`src/rtl/cla_nibble_serial_adder_if.sv`:
```
// Operand/result handshake bundle for the nibble-serial CLA adder.
// The design side uses the slave modport; the producer/consumer side uses master.
`timescale 1ns/1ps
interface cla_nibble_serial_adder_if #(
    parameter int WIDTH = 16
);
    logic             in_valid;
    logic             in_ready;
    logic [WIDTH-1:0] a;
    logic [WIDTH-1:0] b;
    logic             cin;
    logic             out_valid;
    logic             out_ready;
    logic [WIDTH-1:0] sum;
    logic             cout;
    logic             ovf;

    modport slave (
        input  in_valid, a, b, cin, out_ready,
        output in_ready, out_valid, sum, cout, ovf
    );

    modport master (
        output in_valid, a, b, cin, out_ready,
        input  in_ready, out_valid, sum, cout, ovf
    );
endinterface

```
`src/rtl/cla_nibble_serial_adder.sv`:
```
// Wide adder that pushes one nibble per clock through a single 4-bit CLA slice,
// LSB nibble first, registering the slice carry between steps.
//
// state | meaning
// IDLE  | waiting for an operand pair, in_ready=1
// ADD   | one nibble per edge through the CLA slice
// DONE  | result held on the outputs until out_ready
`timescale 1ns/1ps
module cla_nibble_serial_adder #(
    parameter int WIDTH = 16
) (
    input logic                     clk,
    input logic                     rst_n,
    cla_nibble_serial_adder_if.slave bus
);
    localparam int NIB  = WIDTH / 4;
    localparam int IDXW = (NIB > 1) ? $clog2(NIB) : 1;
    localparam logic [IDXW-1:0] LAST_IDX = IDXW'(NIB - 1);

    typedef enum logic [1:0] {
        IDLE = 2'd0,
        ADD  = 2'd1,
        DONE = 2'd2
    } state_t;

    state_t state;
    state_t state_nxt;

    logic [WIDTH-1:0] a_q;
    logic [WIDTH-1:0] b_q;
    logic [WIDTH-1:0] sum_q;
    logic             carry_q;
    logic [IDXW-1:0]  idx_q;

    logic [3:0] nib_a;
    logic [3:0] nib_b;
    logic [3:0] nib_sum;
    logic       nib_cout;
    logic [3:0] gen;
    logic [3:0] prop;
    logic [4:0] c;

    assign nib_a = a_q[4*idx_q +: 4];
    assign nib_b = b_q[4*idx_q +: 4];

    // Flat lookahead: every carry is a two-level function of g/p and the seed carry.
    always_comb begin
        gen  = nib_a & nib_b;
        prop = nib_a ^ nib_b;
        c[0] = carry_q;
        c[1] = gen[0] | (prop[0] & c[0]);
        c[2] = gen[1] | (prop[1] & gen[0]) | (prop[1] & prop[0] & c[0]);
        c[3] = gen[2] | (prop[2] & gen[1]) | (prop[2] & prop[1] & gen[0])
             | (prop[2] & prop[1] & prop[0] & c[0]);
        c[4] = gen[3] | (prop[3] & gen[2]) | (prop[3] & prop[2] & gen[1])
             | (prop[3] & prop[2] & prop[1] & gen[0])
             | (prop[3] & prop[2] & prop[1] & prop[0] & c[0]);
        nib_sum  = prop ^ c[3:0];
        nib_cout = c[4];
    end

    always_ff @(posedge clk or negedge rst_n) begin
        if (!rst_n) begin
            state <= IDLE;
        end else begin
            state <= state_nxt;
        end
    end

    always_comb begin
        state_nxt     = state;
        bus.in_ready  = 1'b0;
        bus.out_valid = 1'b0;
        unique case (state)
            IDLE: begin
                bus.in_ready = 1'b1;
                if (bus.in_valid) begin
                    state_nxt = ADD;
                end
            end
            ADD: begin
                if (idx_q == LAST_IDX) begin
                    state_nxt = DONE;
                end
            end
            DONE: begin
                bus.out_valid = 1'b1;
                if (bus.out_ready) begin
                    state_nxt = IDLE;
                end
            end
            default: state_nxt = IDLE;
        endcase
    end

    // Carry is re-seeded from cin on every accept so nothing leaks between operations.
    always_ff @(posedge clk or negedge rst_n) begin
        if (!rst_n) begin
            a_q     <= '0;
            b_q     <= '0;
            sum_q   <= '0;
            carry_q <= 1'b0;
            idx_q   <= '0;
        end else begin
            unique case (state)
                IDLE: begin
                    if (bus.in_valid) begin
                        a_q     <= bus.a;
                        b_q     <= bus.b;
                        carry_q <= bus.cin;
                        idx_q   <= '0;
                    end
                end
                ADD: begin
                    sum_q[4*idx_q +: 4] <= nib_sum;
                    carry_q             <= nib_cout;
                    if (idx_q != LAST_IDX) begin
                        idx_q <= idx_q + IDXW'(1);
                    end
                end
                default: ;
            endcase
        end
    end

    assign bus.sum  = sum_q;
    assign bus.cout = (state == DONE) & carry_q;
    assign bus.ovf  = (state == DONE) & (a_q[WIDTH-1] == b_q[WIDTH-1])
                    & (sum_q[WIDTH-1] != a_q[WIDTH-1]);
endmodule

```
`src/flat_wrapper.sv`:
```
// flat-port wrapper written by rule: the top's interface ports become plain ports
module cla_nibble_serial_adder_flat 
#(
    parameter int WIDTH = 16
)
  (clk, rst_n, bus_in_valid, bus_a, bus_b, bus_cin, bus_out_ready, bus_in_ready, bus_out_valid, bus_sum, bus_cout, bus_ovf);
  cla_nibble_serial_adder_if #(.WIDTH(WIDTH)) bus_i ();
  input logic clk;
  input logic rst_n;
  input wire logic [$bits(bus_i.in_valid)-1:0] bus_in_valid;
  input wire logic [$bits(bus_i.a)-1:0] bus_a;
  input wire logic [$bits(bus_i.b)-1:0] bus_b;
  input wire logic [$bits(bus_i.cin)-1:0] bus_cin;
  input wire logic [$bits(bus_i.out_ready)-1:0] bus_out_ready;
  output wire logic [$bits(bus_i.in_ready)-1:0] bus_in_ready;
  output wire logic [$bits(bus_i.out_valid)-1:0] bus_out_valid;
  output wire logic [$bits(bus_i.sum)-1:0] bus_sum;
  output wire logic [$bits(bus_i.cout)-1:0] bus_cout;
  output wire logic [$bits(bus_i.ovf)-1:0] bus_ovf;
  assign bus_i.in_valid = bus_in_valid;
  assign bus_i.a = bus_a;
  assign bus_i.b = bus_b;
  assign bus_i.cin = bus_cin;
  assign bus_i.out_ready = bus_out_ready;
  assign bus_in_ready = bus_i.in_ready;
  assign bus_out_valid = bus_i.out_valid;
  assign bus_sum = bus_i.sum;
  assign bus_cout = bus_i.cout;
  assign bus_ovf = bus_i.ovf;
  cla_nibble_serial_adder #(.WIDTH(WIDTH)) u_core (.clk(clk), .rst_n(rst_n), .bus(bus_i));
endmodule
```
`config.mk`:
```
export PLATFORM = sky130hd
export DESIGN_NAME = cla_nibble_serial_adder_flat
export DESIGN_NICKNAME = d
export VERILOG_FILES = /design/src/rtl/cla_nibble_serial_adder_if.sv /design/src/rtl/cla_nibble_serial_adder.sv /design/src/flat_wrapper.sv
export SDC_FILE = /design/constraint.sdc
export NUM_CORES = 1
export LEC_CHECK = 0
export BUFFER_PORTS_ARGS = -buffer_cell sky130_fd_sc_hd__buf_4
export CELL_PAD_IN_SITES_DETAIL_PLACEMENT = 1
export CELL_PAD_IN_SITES_GLOBAL_PLACEMENT = 1
export CORE_ASPECT_RATIO = 1.4
export CORE_UTILIZATION = 43
export CTS_BUF_LIST = sky130_fd_sc_hd__clkbuf_16
export CTS_CLUSTER_SIZE = 25
export DETAILED_ROUTE_END_ITERATION = 10
export HOLD_SLACK_MARGIN = 0.06
export PLACE_DENSITY_LB_ADDON = 0.1
export SLEW_MARGIN = 20
export SYNTH_ARGS = -nofsm -noshare
export SYNTH_HDL_FRONTEND = slang
export SYNTH_SLANG_ARGS = --single-unit
```
`constraint.sdc`:
```
create_clock -name clk -period 2.78 [get_ports clk]
set_input_delay 0.695 -clock clk [delete_from_list [all_inputs] [get_ports clk]]
set_output_delay 0.695 -clock clk [all_outputs]
set_load 0.01 [all_outputs]
```
==> results.sh, run 1 <==
export IMPL_peakVddDrop_uv=630
export IMPL_drtIter0Drc=48
export IMPL_clock_latency_ns=0.29
export IMPL_core_area_mm2=0.00549
export IMPL_cp_max_fo=7
export IMPL_arrival_ns=2.71
export IMPL_ctsHoldBuffers=0
export IMPL_clkSinkCount=53
export IMPL_cts_resized_gates=0
export IMPL_fin_cells=301
export IMPL_cp_slowest_stage_delay_ns=0.58
export IMPL_ys_ff_latch=53
export IMPL_yosysUniqueCellTypes=31
export IMPL_status="finished clean"
export IMPL_max_slew_margin_pct=56.1
export IMPL_yosysSeqAreaShare_pct=54.0
export IMPL_avgSynthCellArea_um2=14.3
export IMPL_setup_violations=0
export IMPL_grt_pass1_vias=1911
export IMPL_p_sw_mw=1.63
export IMPL_p_comb_share_pct=48.6
export IMPL_worst_pin_slew_ns=0.658
export IMPL_fin_nets=280
export IMPL_synthCells=172
export IMPL_drcViolationCount=0
export IMPL_wire_per_inst_um=18.6
export IMPL_yosysWarnings=0
export IMPL_tns_ns=0
export IMPL_hold_viol=0
export IMPL_critPathSlowestCell="dfrtp_1"
export IMPL_grt_pass1_wl_mm=9.47
export IMPL_post_cts_setup_buffers=0
export IMPL_switching_share_pct=38.1
export IMPL_sequentialPowerShare_pct=33.1
export IMPL_cts_tree="built"
export IMPL_final_antenna_net_count=0
export IMPL_start_util_pct=44.8
export IMPL_cts_root_buf="clkbuf_16"
export IMPL_cap_violations=0
export IMPL_io_buffers=56
export IMPL_n_antenna_cell=0
export IMPL_setup_slack_ns=0.300
export IMPL_finalCritPeriodShare_pct=89.2
export IMPL_place_congestion=0.796
export IMPL_layout_drive_gt1_share_pct=47.2
export IMPL_dpl_cell_count=293
export IMPL_overflow=0
export IMPL_cts_max_path_buffers=2
export IMPL_fill_cells=531
export IMPL_r2r_start="u_core.idx_q[0]"
export IMPL_die_height_um=91.4
export IMPL_antenna_found_initial=0
export IMPL_fmax_ghz=0.403
export IMPL_dieWidth_um=65.9
export IMPL_crit_start="u_core.idx_q[0]"
export IMPL_num_io_pins=57
export IMPL_power_density_mw_per_mm2=1360
export IMPL_power_leakage_nw=1.48
export IMPL_rsz0062_at_grt="false"
export IMPL_design_power_total_mw=4.28
export IMPL_skew_ns=0.00211
export IMPL_htree_levels=2
export IMPL_cts_inserted_buffers=5
export IMPL_grt_total_usage_pct=21.2
export IMPL_via_count=1652
export IMPL_crit_required_ns=3.01
export IMPL_synth_nets=220
export IMPL_end_kind="flip-flop"
export IMPL_p_int_mw=2.65
export IMPL_period_needed_ns=2.48
export IMPL_start_kind="flip-flop"
export IMPL_worstPathCellList="mux4_2, ha_1, a21oi_1, o21ai_0, xor2_1, a22o_1"
export IMPL_power_frac_clock_pct=18.3
export IMPL_grt_max_degree=54
export IMPL_min_path_type="input pin to asynchronous set/reset pin"
export IMPL_syn_area_mm2=0.00245
export IMPL_maxSlewViolCount=0
export IMPL_cts_clk_slew_worst_paths_ns=0.07
export IMPL_place_ws_ns=0.331
export IMPL_drt_total_wl_mm=5.59
export IMPL_firstDrtPassIters=4
export IMPL_avgViaCountPerCell=5.49
export IMPL_worstSetupPathType="flip-flop to flip-flop"
export IMPL_hpwl_mm=4.16
export IMPL_die_area_mm2=0.00602
export IMPL_area_growth_pct=27.7
export IMPL_rows=32
-- layout make-up --
type                       count  area [µm²]  share of cell area [%]
clock inverter                 3        65.1                    2.08
sequential                    53        1330                    42.3
tap                           68        85.1                    2.71
timing repair buffer          58         435                    13.9
multi-input combinational    108        1070                    34.3
clock buffer                   5         125                    3.99
inverter                       6        22.5                   0.719
-- cell usage after synthesis --
cell type / count / area [µm²]
dfrtp_1: 53 / 1330
mux2_2: 33 / 372
a22o_1: 17 / 149
ha_1: 10 / 125
mux4_2: 8 / 180
nand2_1: 7 / 26.3
nor2_1: 7 / 26.3
inv_1: 6 / 22.5
a21oi_1: 3 / 15.0
buf_4: 3 / 22.5
nand2b_1: 3 / 18.8
o21ai_0: 2 / 10.0
xor2_1: 2 / 17.5
a211oi_1: 1 / 7.51
a21o_1: 1 / 7.51
a41oi_1: 1 / 8.76
and2_1: 1 / 6.26
and2b_1: 1 / 7.51
and3_1: 1 / 6.26
and3b_1: 1 / 8.76
buf_2: 1 / 5.00
clkbuf_1: 1 / 3.75
fa_1: 1 / 20.0
nand3_1: 1 / 5.00
nor2_2: 1 / 6.26
nor3_1: 1 / 5.00
nor3_2: 1 / 10.0
nor4_2: 1 / 12.5
o22a_1: 1 / 8.76
o22ai_1: 1 / 6.26
xnor2_1: 1 / 8.76
-- power groups by stage --
stage / logic (mW) / registers, mW / clock network [mW]
after floorplan: 1.48 / 1.31 / 0
after global placement: 1.97 / 1.41 / 0
after detailed placement: 2.06 / 1.44 / 0
after CTS: 2.13 / 1.42 / 0.798
after global routing: 2.29 / 1.47 / 0.837
final: 2.08 / 1.41 / 0.785
-- cell families (layout without fill, tap and decap cells) --
group	Yosys count	in the layout	synth area share [%]
flops	53	53	54.0
buf+inv	11	72	2.19
fa+ha+maj	11	11	5.91
simple gates	26	26	5.66
mux	41	41	22.5
xor+xnor	3	3	1.07
compound gates	27	27	8.66
-- final timing paths --
check / to / slack [ns] / depth (start not counted)
worst max-delay path: u_core.bus.sum[7] / 0.30 / 6
worst max register to register: u_core.bus.sum[7] / 0.30 / 6
worst min-delay path: u_core.bus.sum[0] / 0.44 / 1
min in group clk: u_core.bus.sum[0] / 0.51 / 1
worst min register to register: u_core.bus.sum[0] / 0.51 / 1
max in group asynchronous: u_core.b_q[3] / 1.90 / 1
-- sequential cells by signal, indices dropped and copies added (netlist names) --
name,flops
u_core.carry_q,1
u_core.bus.sum,16
u_core.idx_q,2
u_core.b_q,16
u_core.a_q,16
u_core.state,2
-- layout by cell type (no fill, tap or decap), types with 2 or more instances in the layout --
| cell | netlist | final |
|---|---|---|
| buf_4 | 3 | 58 |
| dfrtp_1 | 53 | 53 |
| mux2_2 | 33 | 33 |
| a22o_1 | 17 | 17 |
| ha_1 | 10 | 10 |
| mux4_2 | 8 | 8 |
| nor2_1 | 7 | 7 |
| nand2_1 | 7 | 7 |
| inv_1 | 6 | 6 |
| clkbuf_16 | 0 | 5 |
| nand2b_1 | 3 | 3 |
| a21oi_1 | 3 | 3 |
| xor2_1 | 2 | 2 |
| o21ai_0 | 2 | 2 |
| bufinv_16 | 0 | 2 |
-- per-layer routing --
metal | track usage (%) | share of wire (%)
met3 | 4.77 | 3.1
met4 | 7.07 | 1.6
met2 | 39.9 | 60
met1 | 22.2 | 35
met5 | 0 | 0
-- critical path, delay by kind of cell, from the launching register on --
kind | cells | cell delay [ns]
multiplexers | 1 | 0.57
flip-flops | 1 | 0.58
adder cells (fa/ha/maj) | 1 | 0.39
AO/OA/AOI/OAI | 3 | 0.55
XOR/XNOR | 1 | 0.33
-- through the flow --
| stage | cell area [µm²] | utilization [%] | hold slack, ns |
|---|---|---|---|
| 6_report | 3130 | 57.1 | 0.441 |
| 5_1_grt | 3130 | 57.1 | 0.494 |
| 4_1_cts | 3130 | 57.1 | 0.465 |
| 3_5_place_dp | 2940 | 53.7 | 0.489 |
| 3_3_place_gp | 2940 | 53.7 | 0.484 |
| 2_1_floorplan | 2450 | - | 0.399 |
No activity file was read; power rests on OpenSTA's default activity.
==> inputs of run 2 (changes only) <==
--- a/config.mk
+++ b/config.mk
@@ -9,7 +9,7 @@
 export CELL_PAD_IN_SITES_DETAIL_PLACEMENT = 1
 export CELL_PAD_IN_SITES_GLOBAL_PLACEMENT = 1
 export CORE_ASPECT_RATIO = 1.4
-export CORE_UTILIZATION = 43
+export CORE_UTILIZATION = 39
 export CTS_BUF_LIST = sky130_fd_sc_hd__clkbuf_16
 export CTS_CLUSTER_SIZE = 25
 export DETAILED_ROUTE_END_ITERATION = 10
==> constraint.sdc (replaced) <==
create_clock -name clk -period 2.2 [get_ports clk]
set_input_delay 0.55 -clock clk [delete_from_list [all_inputs] [get_ports clk]]
set_output_delay 0.55 -clock clk [all_outputs]
set_load 0.01 [all_outputs]
==> results.sh, run 2 (synthesis results as in run 1) <==
export IMPL_firstDrtPassIters=4
export IMPL_wire_per_inst_um=18.7
export IMPL_hold_viol=0
export IMPL_n_antenna_cell=0
export IMPL_maxSlewViolCount=0
export IMPL_switching_share_pct=38.3
export IMPL_design_power_total_mw=6.07
export IMPL_drt_total_wl_mm=5.75
export IMPL_timing_hold_ws_ns=0.283
export IMPL_worstRegToRegCells=6
export IMPL_avgViaCountPerCell=5.34
export IMPL_sequentialPowerShare_pct=29.1
export IMPL_final_antenna_net_count=0
export IMPL_grt_max_degree=54
export IMPL_cp_max_fo=7
export IMPL_arrival_ns=2.37
export IMPL_die_area_mm2=0.00662
export IMPL_status="finished clean"
export IMPL_rsz0062_at_grt="true"
export IMPL_cts_root_buf="clkbuf_16"
export IMPL_power_density_mw_per_mm2=1860
export IMPL_rr_endpoint="u_core.bus.sum[7]"
export IMPL_start_util_pct=41.3
export IMPL_dieWidth_um=69.1
export IMPL_dpl_cell_count=299
export IMPL_clock_latency_ns=0.29
export IMPL_setup_violations=0
export IMPL_layout_drive_gt1_share_pct=52.9
export IMPL_postLayoutCoreUtil_pct=55.0
export IMPL_area_growth_pct=33.2
export IMPL_htree_levels=2
export IMPL_path_buf_inv=0
export IMPL_cap_violations=0
export IMPL_grt_total_usage_pct=19.2
export IMPL_num_io_pins=57
export IMPL_crit_required_ns=2.38
export IMPL_period_needed_ns=2.19
export IMPL_place_congestion=0.739
export IMPL_r2r_start="u_core.idx_q[0]"
export IMPL_hpwl_mm=4.34
export IMPL_start_kind="flip-flop"
export IMPL_via_count=1644
export IMPL_worst_pin_slew_ns=0.680
export IMPL_clkSinkCount=53
export IMPL_mostFrequentLayoutCells="buf_4 (59), dfrtp_1 (52), mux2_2 (33)"
export IMPL_worstSetupPathType="flip-flop to flip-flop"
export IMPL_io_buffers=56
export IMPL_reg2reg_slack_ns=0.007
export IMPL_grt_pass1_wl_mm=9.79
export IMPL_peakVddDrop_uv=797
export IMPL_p_int_mw=3.75
export IMPL_drtIter0Drc=76
export IMPL_antenna_found_initial=0
export IMPL_layout_commonest_cell="buf_4"
export IMPL_end_kind="flip-flop"
export IMPL_max_slew_margin_pct=54.7
export IMPL_overflow=0
export IMPL_p_comb_share_pct=56.5
export IMPL_fmax_ghz=0.456
export IMPL_cts_clk_slew_worst_paths_ns=0.07
export IMPL_drcViolationCount=0
export IMPL_min_path_type="input pin to asynchronous set/reset pin"
export IMPL_critPathSlowestCell="mux4_2"
export IMPL_cts_tree="built"
export IMPL_p_sw_mw=2.32
export IMPL_tns_ns=0
export IMPL_fin_cells=308
export IMPL_rows=33
export IMPL_crit_start="u_core.idx_q[0]"
export IMPL_finalCritPeriodShare_pct=99.7
export IMPL_cts_inserted_buffers=5
export IMPL_cts_max_path_buffers=2
export IMPL_worstPathCellList="mux4_2, ha_4, a41oi_2, o21ai_2, xor2_2, a22o_1"
export IMPL_ctsHoldBuffers=0
export IMPL_endpoint="u_core.bus.sum[7]"
export IMPL_die_height_um=95.9
export IMPL_cp_top_family="multiplexers"
export IMPL_grt_pass1_vias=1875
export IMPL_crit_cells=6
export IMPL_power_leakage_nw=1.51
export IMPL_power_frac_clock_pct=14.4
export IMPL_skew_ns=0.00631
export IMPL_core_area_mm2=0.00595
export IMPL_fin_nets=285
export IMPL_cp_slowest_stage_delay_ns=0.58
run 2: worst register-to-register path, cell delays in order, from the launching register on:
cell     delay, ns
dfrtp_2       0.50
mux4_2        0.58
ha_4          0.28
a41oi_2       0.19
o21ai_2       0.12
xor2_2        0.18
a22o_1        0.24
run 2: repair_timing:
action / CTS / global route
setup buffers: 3 / 0
gates cloned: 0 / 0
endpoints found under the setup margin: 9 / 13
gates resized for setup: 6 / 7
pin swaps: 5 / 12
run 2: worst min path at each step:
| stage | start | endpoint | slack, ns | depth (start not counted) |
|---|---|---|---|---|
| after global routing | rst_n | u_core.b_q[11] | 0.35 | 1 |
| after floorplan | rst_n | u_core.a_q[0] | 0.25 | 0 |
| after detailed placement | u_core.bus.sum[3] | u_core.bus.sum[3] | 0.50 | 1 |
| after CTS | rst_n | u_core.a_q[11] | 0.33 | 1 |
| after global placement | u_core.a_q[4] | u_core.a_q[4] | 0.49 | 1 |
| final | rst_n | u_core.b_q[3] | 0.28 | 1 |
run 2: per-layer routing:
layer / vias to the layer above / routed length (µm) / track usage, %
li1: 762 / - / -
met1: 829 / 2160 / 21.4
met2: 46 / 3300 / 37.5
met3: 7 / 202 / 3.46
met4: 0 / 84 / 4.59
met5: - / 0 / 0
run 2: power by group through the flow:
stage	sequential (mW)	clock (mW)	combinational [mW]
after floorplan	1.67	0	2.00
after global placement	1.75	0	2.81
after detailed placement	1.80	0	2.96
after CTS	1.78	0.904	3.16
after global routing	1.84	0.943	3.73
final	1.77	0.875	3.43
run 2: final cells by class:
cell class                 count  area (µm²)
clock buffer                   5         125
clock inverter                 3        42.5
fill                         602        2680
inverter                       6        22.5
multi-input combinational    108        1170
sequential                    53        1330
tap                           70        87.6
timing repair buffer          63         497
run 2: metrics by stage:
stage | setup slack [ns] | instance area (µm²)
floorplan | 0.0460 | 2490
global placement | 0.00914 | 3020
detailed placement | -0.111 | 3020
CTS | -0.0350 | 3230
global route | -0.0960 | 3270
finish | 0.00710 | 3270
